### src/rtl/mole_scheduler.sv
// Whack-a-mole game scheduler: sequences gap/on phases, picks moles from the
// LFSR sample, scores keypad hits and decides the game result per mode.
module mole_scheduler #(
  parameter int UNIT        = 12_500_000,
  parameter int TIMED_UNITS = 240,
  parameter int LEVEL_STEP  = 5
) (
  input  logic       clk,
  input  logic       reset,
  input  logic       start,
  input  logic [3:0] difficulty,
  input  logic [3:0] gamemode,
  input  logic       extended,
  // LFSR sample; named rand_val because rand is a reserved word
  input  logic [3:0] rand_val,
  input  logic       hit_valid,
  input  logic [3:0] hit_idx,
  output logic [8:0] lights,
  output logic [5:0] score,
  output logic [5:0] misses,
  output logic [2:0] level,
  output logic       busy,
  output logic       game_over,
  output logic       win
);

  localparam logic [1:0] S_IDLE = 2'd0;
  localparam logic [1:0] S_GAP  = 2'd1;
  localparam logic [1:0] S_ON   = 2'd2;
  localparam logic [1:0] S_DONE = 2'd3;

  localparam logic [3:0] MODE_TIMED = 4'b0010;
  localparam logic [3:0] MODE_DEATH = 4'b0100;
  localparam logic [3:0] MODE_CONT  = 4'b1000;

  localparam logic [63:0] GAME_CYC = 64'(TIMED_UNITS) * 64'(UNIT);
  localparam int GW = $clog2(GAME_CYC + 64'd1);
  localparam logic [GW-1:0] GAME_LAST = GW'(GAME_CYC - 64'd1);
  localparam int PW = $clog2(8 * UNIT + 1);
  localparam logic [5:0] STEP_LAST = 6'(LEVEL_STEP - 1);

  logic [1:0]    state_q, state_d;
  logic [PW-1:0] phase_cnt_q, phase_cnt_d;
  logic [GW-1:0] game_cnt_q, game_cnt_d;
  logic [5:0]    flick_q, flick_d;
  logic [5:0]    step_q, step_d;
  logic [3:0]    mole_q, mole_d;
  logic          have_prev_q, have_prev_d;
  logic [3:0]    mode_q, mode_d;
  logic          ext_q, ext_d;
  logic [8:0]    lights_q, lights_d;
  logic [5:0]    score_q, score_d;
  logic [5:0]    misses_q, misses_d;
  logic [2:0]    level_q, level_d;
  logic          busy_q, busy_d;
  logic          game_over_q, game_over_d;
  logic          win_q, win_d;

  logic [3:0]    gap_units, on_units;
  logic [PW-1:0] gap_last, on_last;
  logic [3:0]    rand_mod, next_mole;
  logic [5:0]    flick_limit;
  logic          is_timed, is_death, is_cont;
  logic          flick_end;

  function automatic logic [2:0] decode_level(input logic [3:0] d);
    case (d)
      4'b0001: decode_level = 3'd1;
      4'b0010: decode_level = 3'd2;
      4'b0100: decode_level = 3'd3;
      4'b1000: decode_level = 3'd4;
      default: decode_level = 3'd2;
    endcase
  endfunction

  assign is_timed    = (mode_q == MODE_TIMED);
  assign is_death    = (mode_q == MODE_DEATH);
  assign is_cont     = (mode_q == MODE_CONT);
  assign flick_limit = ext_q ? 6'd50 : 6'd25;

  // level_q already holds the decoded difficulty outside Continuity mode
  always_comb begin
    gap_units = 4'd4;
    on_units  = 4'd4;
    case (level_q)
      3'd1: begin gap_units = 4'd8; on_units = 4'd8; end
      3'd2: begin gap_units = 4'd4; on_units = 4'd4; end
      3'd3: begin gap_units = 4'd2; on_units = 4'd4; end
      3'd4: begin gap_units = 4'd1; on_units = 4'd2; end
      default: begin gap_units = 4'd4; on_units = 4'd4; end
    endcase
    gap_last = PW'(gap_units) * PW'(UNIT) - PW'(1);
    on_last  = PW'(on_units) * PW'(UNIT) - PW'(1);
  end

  always_comb begin
    rand_mod = (rand_val < 4'd9) ? rand_val : rand_val - 4'd9;
    if (have_prev_q && rand_mod == mole_q) begin
      next_mole = (rand_mod == 4'd8) ? 4'd0 : rand_mod + 4'd1;
    end else begin
      next_mole = rand_mod;
    end
  end

  always_comb begin
    state_d     = state_q;
    phase_cnt_d = phase_cnt_q;
    game_cnt_d  = game_cnt_q;
    flick_d     = flick_q;
    step_d      = step_q;
    mole_d      = mole_q;
    have_prev_d = have_prev_q;
    mode_d      = mode_q;
    ext_d       = ext_q;
    lights_d    = lights_q;
    score_d     = score_q;
    misses_d    = misses_q;
    level_d     = level_q;
    win_d       = win_q;
    flick_end   = 1'b0;

    case (state_q)
      S_GAP: begin
        phase_cnt_d = phase_cnt_q + PW'(1);
        if (phase_cnt_q == gap_last) begin
          phase_cnt_d = '0;
          state_d     = S_ON;
          mole_d      = next_mole;
          have_prev_d = 1'b1;
          lights_d    = 9'b1 << next_mole;
        end
      end
      S_ON: begin
        phase_cnt_d = phase_cnt_q + PW'(1);
        // A correct hit wins over expiry on the final ON cycle
        if (hit_valid && hit_idx == mole_q) begin
          score_d     = (score_q == 6'd63) ? score_q : score_q + 6'd1;
          lights_d    = '0;
          state_d     = S_GAP;
          phase_cnt_d = '0;
          flick_end   = 1'b1;
          if (is_cont) begin
            if (step_q == STEP_LAST) begin
              step_d  = '0;
              level_d = (level_q == 3'd4) ? level_q : level_q + 3'd1;
            end else begin
              step_d  = step_q + 6'd1;
            end
          end
        end else if (phase_cnt_q == on_last) begin
          misses_d    = (misses_q == 6'd63) ? misses_q : misses_q + 6'd1;
          lights_d    = '0;
          state_d     = is_death ? S_DONE : S_GAP;
          phase_cnt_d = '0;
          flick_end   = 1'b1;
        end
      end
      default: ;
    endcase

    if (flick_end) begin
      flick_d = (flick_q == 6'd63) ? flick_q : flick_q + 6'd1;
      if (!is_timed && flick_d == flick_limit) state_d = S_DONE;
    end

    // The Timed-mode clock overrides whatever phase the game is in
    if (is_timed && (state_q == S_GAP || state_q == S_ON)) begin
      game_cnt_d = game_cnt_q + GW'(1);
      if (game_cnt_q == GAME_LAST) state_d = S_DONE;
    end

    if (state_d == S_DONE && state_q != S_DONE) begin
      lights_d    = '0;
      phase_cnt_d = '0;
      win_d       = is_death ? (misses_d == 6'd0) : (score_d >= misses_d);
    end

    if (start) begin
      state_d     = S_GAP;
      phase_cnt_d = '0;
      game_cnt_d  = '0;
      flick_d     = '0;
      step_d      = '0;
      have_prev_d = 1'b0;
      mode_d      = gamemode;
      ext_d       = extended;
      lights_d    = '0;
      score_d     = '0;
      misses_d    = '0;
      level_d     = (gamemode == MODE_CONT) ? 3'd1 : decode_level(difficulty);
      win_d       = 1'b0;
    end
  end

  assign busy_d      = (state_d == S_GAP) || (state_d == S_ON);
  assign game_over_d = (state_d == S_DONE);

  always_ff @(posedge clk or negedge reset) begin
    if (!reset) begin
      state_q     <= S_IDLE;
      phase_cnt_q <= '0;
      game_cnt_q  <= '0;
      flick_q     <= '0;
      step_q      <= '0;
      mole_q      <= '0;
      have_prev_q <= 1'b0;
      mode_q      <= 4'b0001;
      ext_q       <= 1'b0;
      lights_q    <= '0;
      score_q     <= '0;
      misses_q    <= '0;
      level_q     <= 3'd1;
      busy_q      <= 1'b0;
      game_over_q <= 1'b0;
      win_q       <= 1'b0;
    end else begin
      state_q     <= state_d;
      phase_cnt_q <= phase_cnt_d;
      game_cnt_q  <= game_cnt_d;
      flick_q     <= flick_d;
      step_q      <= step_d;
      mole_q      <= mole_d;
      have_prev_q <= have_prev_d;
      mode_q      <= mode_d;
      ext_q       <= ext_d;
      lights_q    <= lights_d;
      score_q     <= score_d;
      misses_q    <= misses_d;
      level_q     <= level_d;
      busy_q      <= busy_d;
      game_over_q <= game_over_d;
      win_q       <= win_d;
    end
  end

  assign lights    = lights_q;
  assign score     = score_q;
  assign misses    = misses_q;
  assign level     = level_q;
  assign busy      = busy_q;
  assign game_over = game_over_q;
  assign win       = win_q;

endmodule

### config.mk
export PLATFORM = sky130hd
export DESIGN_NAME = mole_scheduler
export DESIGN_NICKNAME = d
export VERILOG_FILES = /design/src/rtl/mole_scheduler.sv
export SDC_FILE = /design/constraint.sdc
export NUM_CORES = 1
export LEC_CHECK = 0
export BUFFER_PORTS_ARGS = -buffer_cell sky130_fd_sc_hd__clkbuf_2
export CORE_AREA = 10 10 149 151
export CTS_CLUSTER_SIZE = 28
export DETAILED_ROUTE_END_ITERATION = 16
export DIE_AREA = 0 0 159 161
export GPL_ROUTABILITY_DRIVEN = 0
export PLACE_DENSITY = 0.62
export SLEW_MARGIN = 20
export SYNTH_ARGS = -nofsm -noshare
export SYNTH_HDL_FRONTEND = slang
export SYNTH_SLANG_ARGS = --single-unit
### constraint.sdc
create_clock -name clk -period 5.36 [get_ports clk]
set_clock_uncertainty 0.15 [all_clocks]
set_input_delay 0.268 -clock clk [delete_from_list [all_inputs] [get_ports clk]]
set_output_delay 0.268 -clock clk [all_outputs]
set_load 0.005 [all_outputs]
; ---- Yosys cells after proc, flatten, opt, wreduce, memory -nomap -nowiden
; Index checks and enable logic that the tools add are counted.
; W data, S select, Z words.
[totals]
reg_bits = 110
output_inout_bits = 27
wordCells = 151
[op_classes]
n_addsub = 11
mul = 2
order_cmp = 2
n_eq_ne = 31
shift = 1
mux = 64
reduce_logical = 24
[ops]
columns = operator, n
row1 = $mux W27, 5
row2 = $mux W6, 18
row3 = $mux W32, 2
row4 = $eq A27 B27 Y1, 2
row5 = $pmux W27 S2, 1
row6 = $sub A27 B1 Y27 const B, 2
row7 = $mux W9, 5
row8 = $mul A4 B19 Y22 const B, 2
row9 = $add A32 B1 Y32 const B, 1
row10 = $eq A32 B32 Y1 const B, 1
row11 = $add A27 B1 Y27 const B, 1
row12 = $add A6 B1 Y6 const B, 4
row13 = $mux W3, 7
row14 = $eq A6 B6 Y1 const B, 3
row15 = $mux W2, 9
row16 = $pmux W9 S2, 1
row17 = $reduce_bool A2 Y1, 9
row18 = $eq A4 B4 Y1 const B, 4
row19 = $mux W4, 3
row20 = $pmux W4 S3, 1
row21 = $mux W1, 9
row22 = $pmux W3 S3, 1
row23 = $shl A1 B4 Y9 const A, 1
row24 = $eq A2 B2 Y1 const B, 4
row25 = other kinds (28), 39

; ---- Logic depth before layout (Yosys ltp)
[logic_depth]
depth_word = 16
ltp_mapped = 21

; ---- Worst setup path before layout
; No wires, ideal clock.
[synth_timing]
path_type = register to register
start = register level_q[0] (netlist: level[0])
end = register phase_cnt_q[24]
setup_ps = 118
t_arrival_ps = 4631
setup_slack_ps = 461
path_stages_with_launch = 18
cell_sequence = dfstp_2 -> inv_1 -> ha_1 -> nand2_1 -> clkinv_1 -> a21boi_0 -> fa_1 -> fa_1 -> xnor2_1 -> nand2_1 -> a2111o_1 -> a2111o_1 -> a31oi_1 -> buf_2 -> buf_4 -> nor3b_1 -> a21oi_1 -> nor2_1
[synth_via]
elab_chain_cells = 16
elab_cells_between_ends = 31
classes_between = add/sub (2) / mul (2) / eq/ne (6) / mux (19) / reduce/logical (2)
[synth_lines]
columns = item, line
row1 = "start, declared", 54  ; logic [2:0] level_q, level_d;
row2 = "start signal, assigned", 229  ; level_q <= level_d;
row3 = $eq A3 B3 Y1 / $eq A3 B1 Y1 (equally long branches), 85  ; case (level_q)
row4 = $pmux W4 S2, 85
row5 = $mul A4 B19 Y22, 93  ; on_last = PW'(on_units) * PW'(UNIT) - PW'(1);
row6 = $sub A27 B1 Y27, 93
row7 = $eq A27 B27 Y1, 150  ; end else if (phase_cnt_q == on_last) begin
row8 = $mux W2, 150
row9 = $mux W2, 136  ; if (hit_valid && hit_idx == mole_q) begin
row10 = $pmux W2 S2, 122  ; case (state_q)
row11 = $mux W2, 163  ; if (!is_timed && flick_d == flick_limit) state_d = S_DONE;
row12 = $mux W2, 161  ; if (flick_end) begin
row13 = $mux W2, 169  ; if (game_cnt_q == GAME_LAST) state_d = S_DONE;
row14 = $mux W2, 167  ; if (is_timed && (state_q == S_GAP || state_q == S_ON)) begin
row15 = $eq A2 B2 Y1, 172  ; if (state_d == S_DONE && state_q != S_DONE) begin
row16 = $logic_and A1 B1 Y1, 172
row17 = $mux W27, 172
row18 = $mux W27, 178  ; if (start) begin
row19 = "end signal, assigned", 218  ; phase_cnt_q <= phase_cnt_d;
row20 = "end, declared", 43  ; logic [PW-1:0] phase_cnt_q, phase_cnt_d;
; Several ways; a longest one is shown, not always the timed one.
; A chain may end at the register's enable or synchronous reset.

; ---- Final worst setup path
[layout_timing]
start = register level_q[0] (netlist: level[0])
end = register phase_cnt_q[8]
; Same word-level chain as after synthesis.

==> results_dict.tcl <==
set metrics [dict create \
    status "complete, no violations" \
    maxCapViolations 0 \
    fin_crit_sh_pct 93.86 \
    port_buffers 47 \
    fin_nets 982 \
    reg2reg_from "level[0]" \
    setup_tns_ns 0 \
    dp_hpwl_um 13150 \
    gr-total-overflow 0 \
    critPathArrivalTime_ns 5.11 \
    cts_max_level 3 \
    finalSetupViolCount 0 \
    die_area_um2 25600 \
    core_area_um2 19210 \
    max_slew_margin_pct 31.14 \
    synth_cells 860 \
    syn_area_um2 7537 \
    fin_cells 1185 \
    start_util_pct 39.24 \
    ys_ff_latch 110 \
    vias 6454 \
    grt_pass1_wl_um 30790 \
    criticalPathCategory "flip-flop to flip-flop" \
    cts-root-buf "clkbuf_16" \
    cts_made_buffers 9 \
    clock-sinks 110 \
    routedWlPerCell_um 15.76 \
    io_pins 48 \
    cellPowerDensity_nw_per_um2 233.0 \
    worst_pin_slew_ns 1.026 \
    clk_latency_ns 0.36 \
    drc 0 \
    max_freq_ghz 0.1988 \
    cts_tree "built" \
    fill_cells 1903 \
    startpoint_type "flip-flop" \
    final_util_pct 44.13 \
    drive_above_1_share_pct 11.96 \
    ys_types 73 \
    fin_crit_ns 5.031 \
    clk_pin_slew_ns 0.08 \
    p_leak_nw 3.716 \
    grt_max_degree 68 \
    whs_endpoint "mode_q[2]" \
    min_from "gamemode[2]" \
    viasPerCell 5.446 \
    crit_required_ns 5.43 \
    synthArstFlopShare_pct 100.0 \
    placed_area_um2 8132 \
    synth.yosys.seq_area_share_pct 36.55 \
    die_w_um 159 \
    grt.total_usage_pct 14.28 \
    grt_antenna_before_repair 0 \
    synthFlopType "dfrtp_1" \
    cts_buffer_depth 2 \
    drt_iter0_drc 377 \
    whs_path_depth 2 \
    syn2layout_area_growth_pct 12.45 \
    hold_viol 0 \
    design_area_um2 8476 \
    endpoint_kind "flip-flop" \
    hold_class "input port to flip-flop" \
    yosys_warnings 0 \
    route.final.wire_length_um 18670 \
    grt_pass1_vias 6030 \
    avgSynthCellArea_um2 8.764 \
    rows 51 \
    place_inst 1164 \
    ant_nets 0 \
    r2r_end "phase_cnt_q[8]" \
    die_h_um 161 \
    post_cts_buffers 0 \
    grt_setup_unrepaired "no" \
    reg2regPathDepth 15 \
    maxSlewViolCount 0 \
    r2r_slack_ns 0.33 \
    ir_drop_mv 0.1777 \
    antenna_cells 0 \
    drtPass1Iterations 5 \
    synth_edf_count 0 \
    path_max_fanout 14 \
]
[flip-flops by register name (all words and copies together) (netlist names)]
signal       count
flick_q          6
phase_cnt_q     27
state_q          2
step_q           6
mode_q           4
win              1
level            3
game_cnt_q      32
have_prev_q      1
ext_q            1
mole_q           4
misses           6
score            6
lights           9
game_over        1
busy             1
[worst max-delay path by stage]
stage / to / from / cells past startpoint / slack, ns
3_3_place_gp: phase_cnt_q[7] / level[0] / 15 / 0.11
4_1_cts: phase_cnt_q[24] / level[0] / 15 / 0.04
2_1_floorplan: phase_cnt_q[24] / level[0] / 17 / 0.46
6_report: phase_cnt_q[8] / level[0] / 15 / 0.33
5_1_grt: phase_cnt_q[15] / level[0] / 16 / 0.05
3_5_place_dp: phase_cnt_q[13] / level[0] / 15 / 0.03
[metal layers]
layer / vias up / share of wire, % / global-route usage, %
met5: - / 0 / 0
met4: 0 / 1.2 / 3.960
met3: 15 / 3.8 / 2.313
met2: 110 / 45 / 22.36
met1: 3114 / 50 / 19.94
li1: 3215 / - / -
[per-stage QoR]
stage | power [mW] | hold WS [ns] | setup WS, ns
global placement | 1.326 | 0.3154 | 0.1146
finish | 1.975 | 0.01211 | 0.3291
global route | 2.087 | 0.01703 | 0.04784
floorplan | 1.198 | -0.1776 | 0.4613
CTS | 1.995 | 0.001399 | 0.04475
detailed placement | 1.330 | 0.3174 | 0.03172
[repair_timing]
action | 4_1_cts | 5_1_grt
setup endpoints to repair | 6 | 30
hold buffers | 4 | 0
pin swaps | 0 | 1
endpoints found under the hold margin | 67 | 0
gates resized for setup | 1 | 4
cloned | 0 | 1
[cell usage in the layout (no fill, tap or decap), drive strengths merged, types with 10 or more instances in the layout]
| master | netlist | final |
|---|---|---|
| xor2 | 33 | 33 |
| inv | 29 | 31 |
| nor3 | 19 | 19 |
| xnor2 | 25 | 25 |
| nor4 | 17 | 17 |
| nor3b | 12 | 12 |
| mux2 | 10 | 10 |
| nand2 | 58 | 58 |
| ha | 44 | 44 |
| or3 | 13 | 13 |
| and3 | 30 | 30 |
| dfrtp | 108 | 108 |
| clkbuf | 18 | 57 |
| nor2b | 11 | 11 |
| mux2i | 12 | 12 |
| a21oi | 60 | 60 |
| nand2b | 13 | 13 |
| o21ai | 56 | 57 |
| conb | 2 | 10 |
| nand3 | 41 | 41 |
| nand4 | 15 | 15 |
| nor2 | 98 | 98 |
| and2 | 14 | 14 |
| buf | 14 | 17 |
[cell families (layout without fill, tap and decap cells)]
group                    after synthesis  in the layout  share of synthesized area [%]
AO/OA/AOI/OAI                        179            180                          14.67
buffers and inverters                 62            113                          3.519
adder cells (fa/ha/maj)               46             46                          7.835
flip-flops                           110            110                          36.55
XOR/XNOR                              59             59                          7.039
other                                  2             10                        0.09964
multiplexers                          22             22                          3.088
AND/OR/NAND/NOR                      380            380                          27.19
[synth_stat cells, types with 4 or more instances]
library cell	number	area, µm²
nor3_1	18	90.09
buf_1	5	18.77
a21o_1	6	45.04
nor2b_1	11	68.82
mux2_2	10	112.6
buf_2	5	25.02
and4_1	4	35.03
or4b_1	4	40.04
o21ai_0	54	270.3
inv_1	29	108.9
a2111o_1	4	45.04
nand4b_1	5	43.79
nor4b_1	8	70.07
xor2_1	33	289.0
and3_1	30	187.7
or3_1	13	81.33
and2_1	14	87.58
a31oi_1	7	43.79
clkbuf_1	18	67.56
o22ai_1	6	37.54
nand3_1	41	205.2
nor3b_1	12	90.09
nor2_1	97	364.1
a211oi_1	7	52.55
a21oi_1	60	300.3
ha_1	44	550.5
nand2_1	58	217.7
o211ai_1	4	30.03
nand3b_1	4	30.03
nand2b_1	13	81.33
nor4_1	16	100.1
nand4_1	15	93.84
xnor2_1	25	219.0
dfrtp_1	108	2703
mux2i_1	12	120.1
[critical path, stage by stage, from the launching register on]
cell      delay, ns
dfstp_2        0.58
ha_2           0.26
ha_2           0.28
and2_1         0.20
o21ai_0        0.10
a21boi_1       0.15
fa_1           0.55
fa_1           0.52
xnor2_1        0.25
o21ai_0        0.13
a2111o_1       0.40
or2_2          0.30
o21a_1         0.20
o21a_2         0.26
o21ai_4        0.46
nor2_1         0.10
[area by class of cell]
cell class / count / area [µm²] / area share (%)
multi-input cells: 697 / 4591 / 54.16
well taps: 265 / 331.6 / 3.912
inverters: 30 / 112.6 / 1.329
repair buffers: 67 / 410.4 / 4.842
clock inverters: 5 / 42.54 / 0.5019
flip-flops and latches: 110 / 2755 / 32.51
clock buffers: 11 / 232.7 / 2.746
[where the power goes]
| part | internal (mW) | switching [mW] | total [mW] |
|---|---|---|---|
| logic | 0.184 | 0.273 | 0.458 |
| registers | 0.848 | 0.0154 | 0.864 |
| clock network | 0.322 | 0.331 | 0.653 |
(Power assumes the default switching activity.)
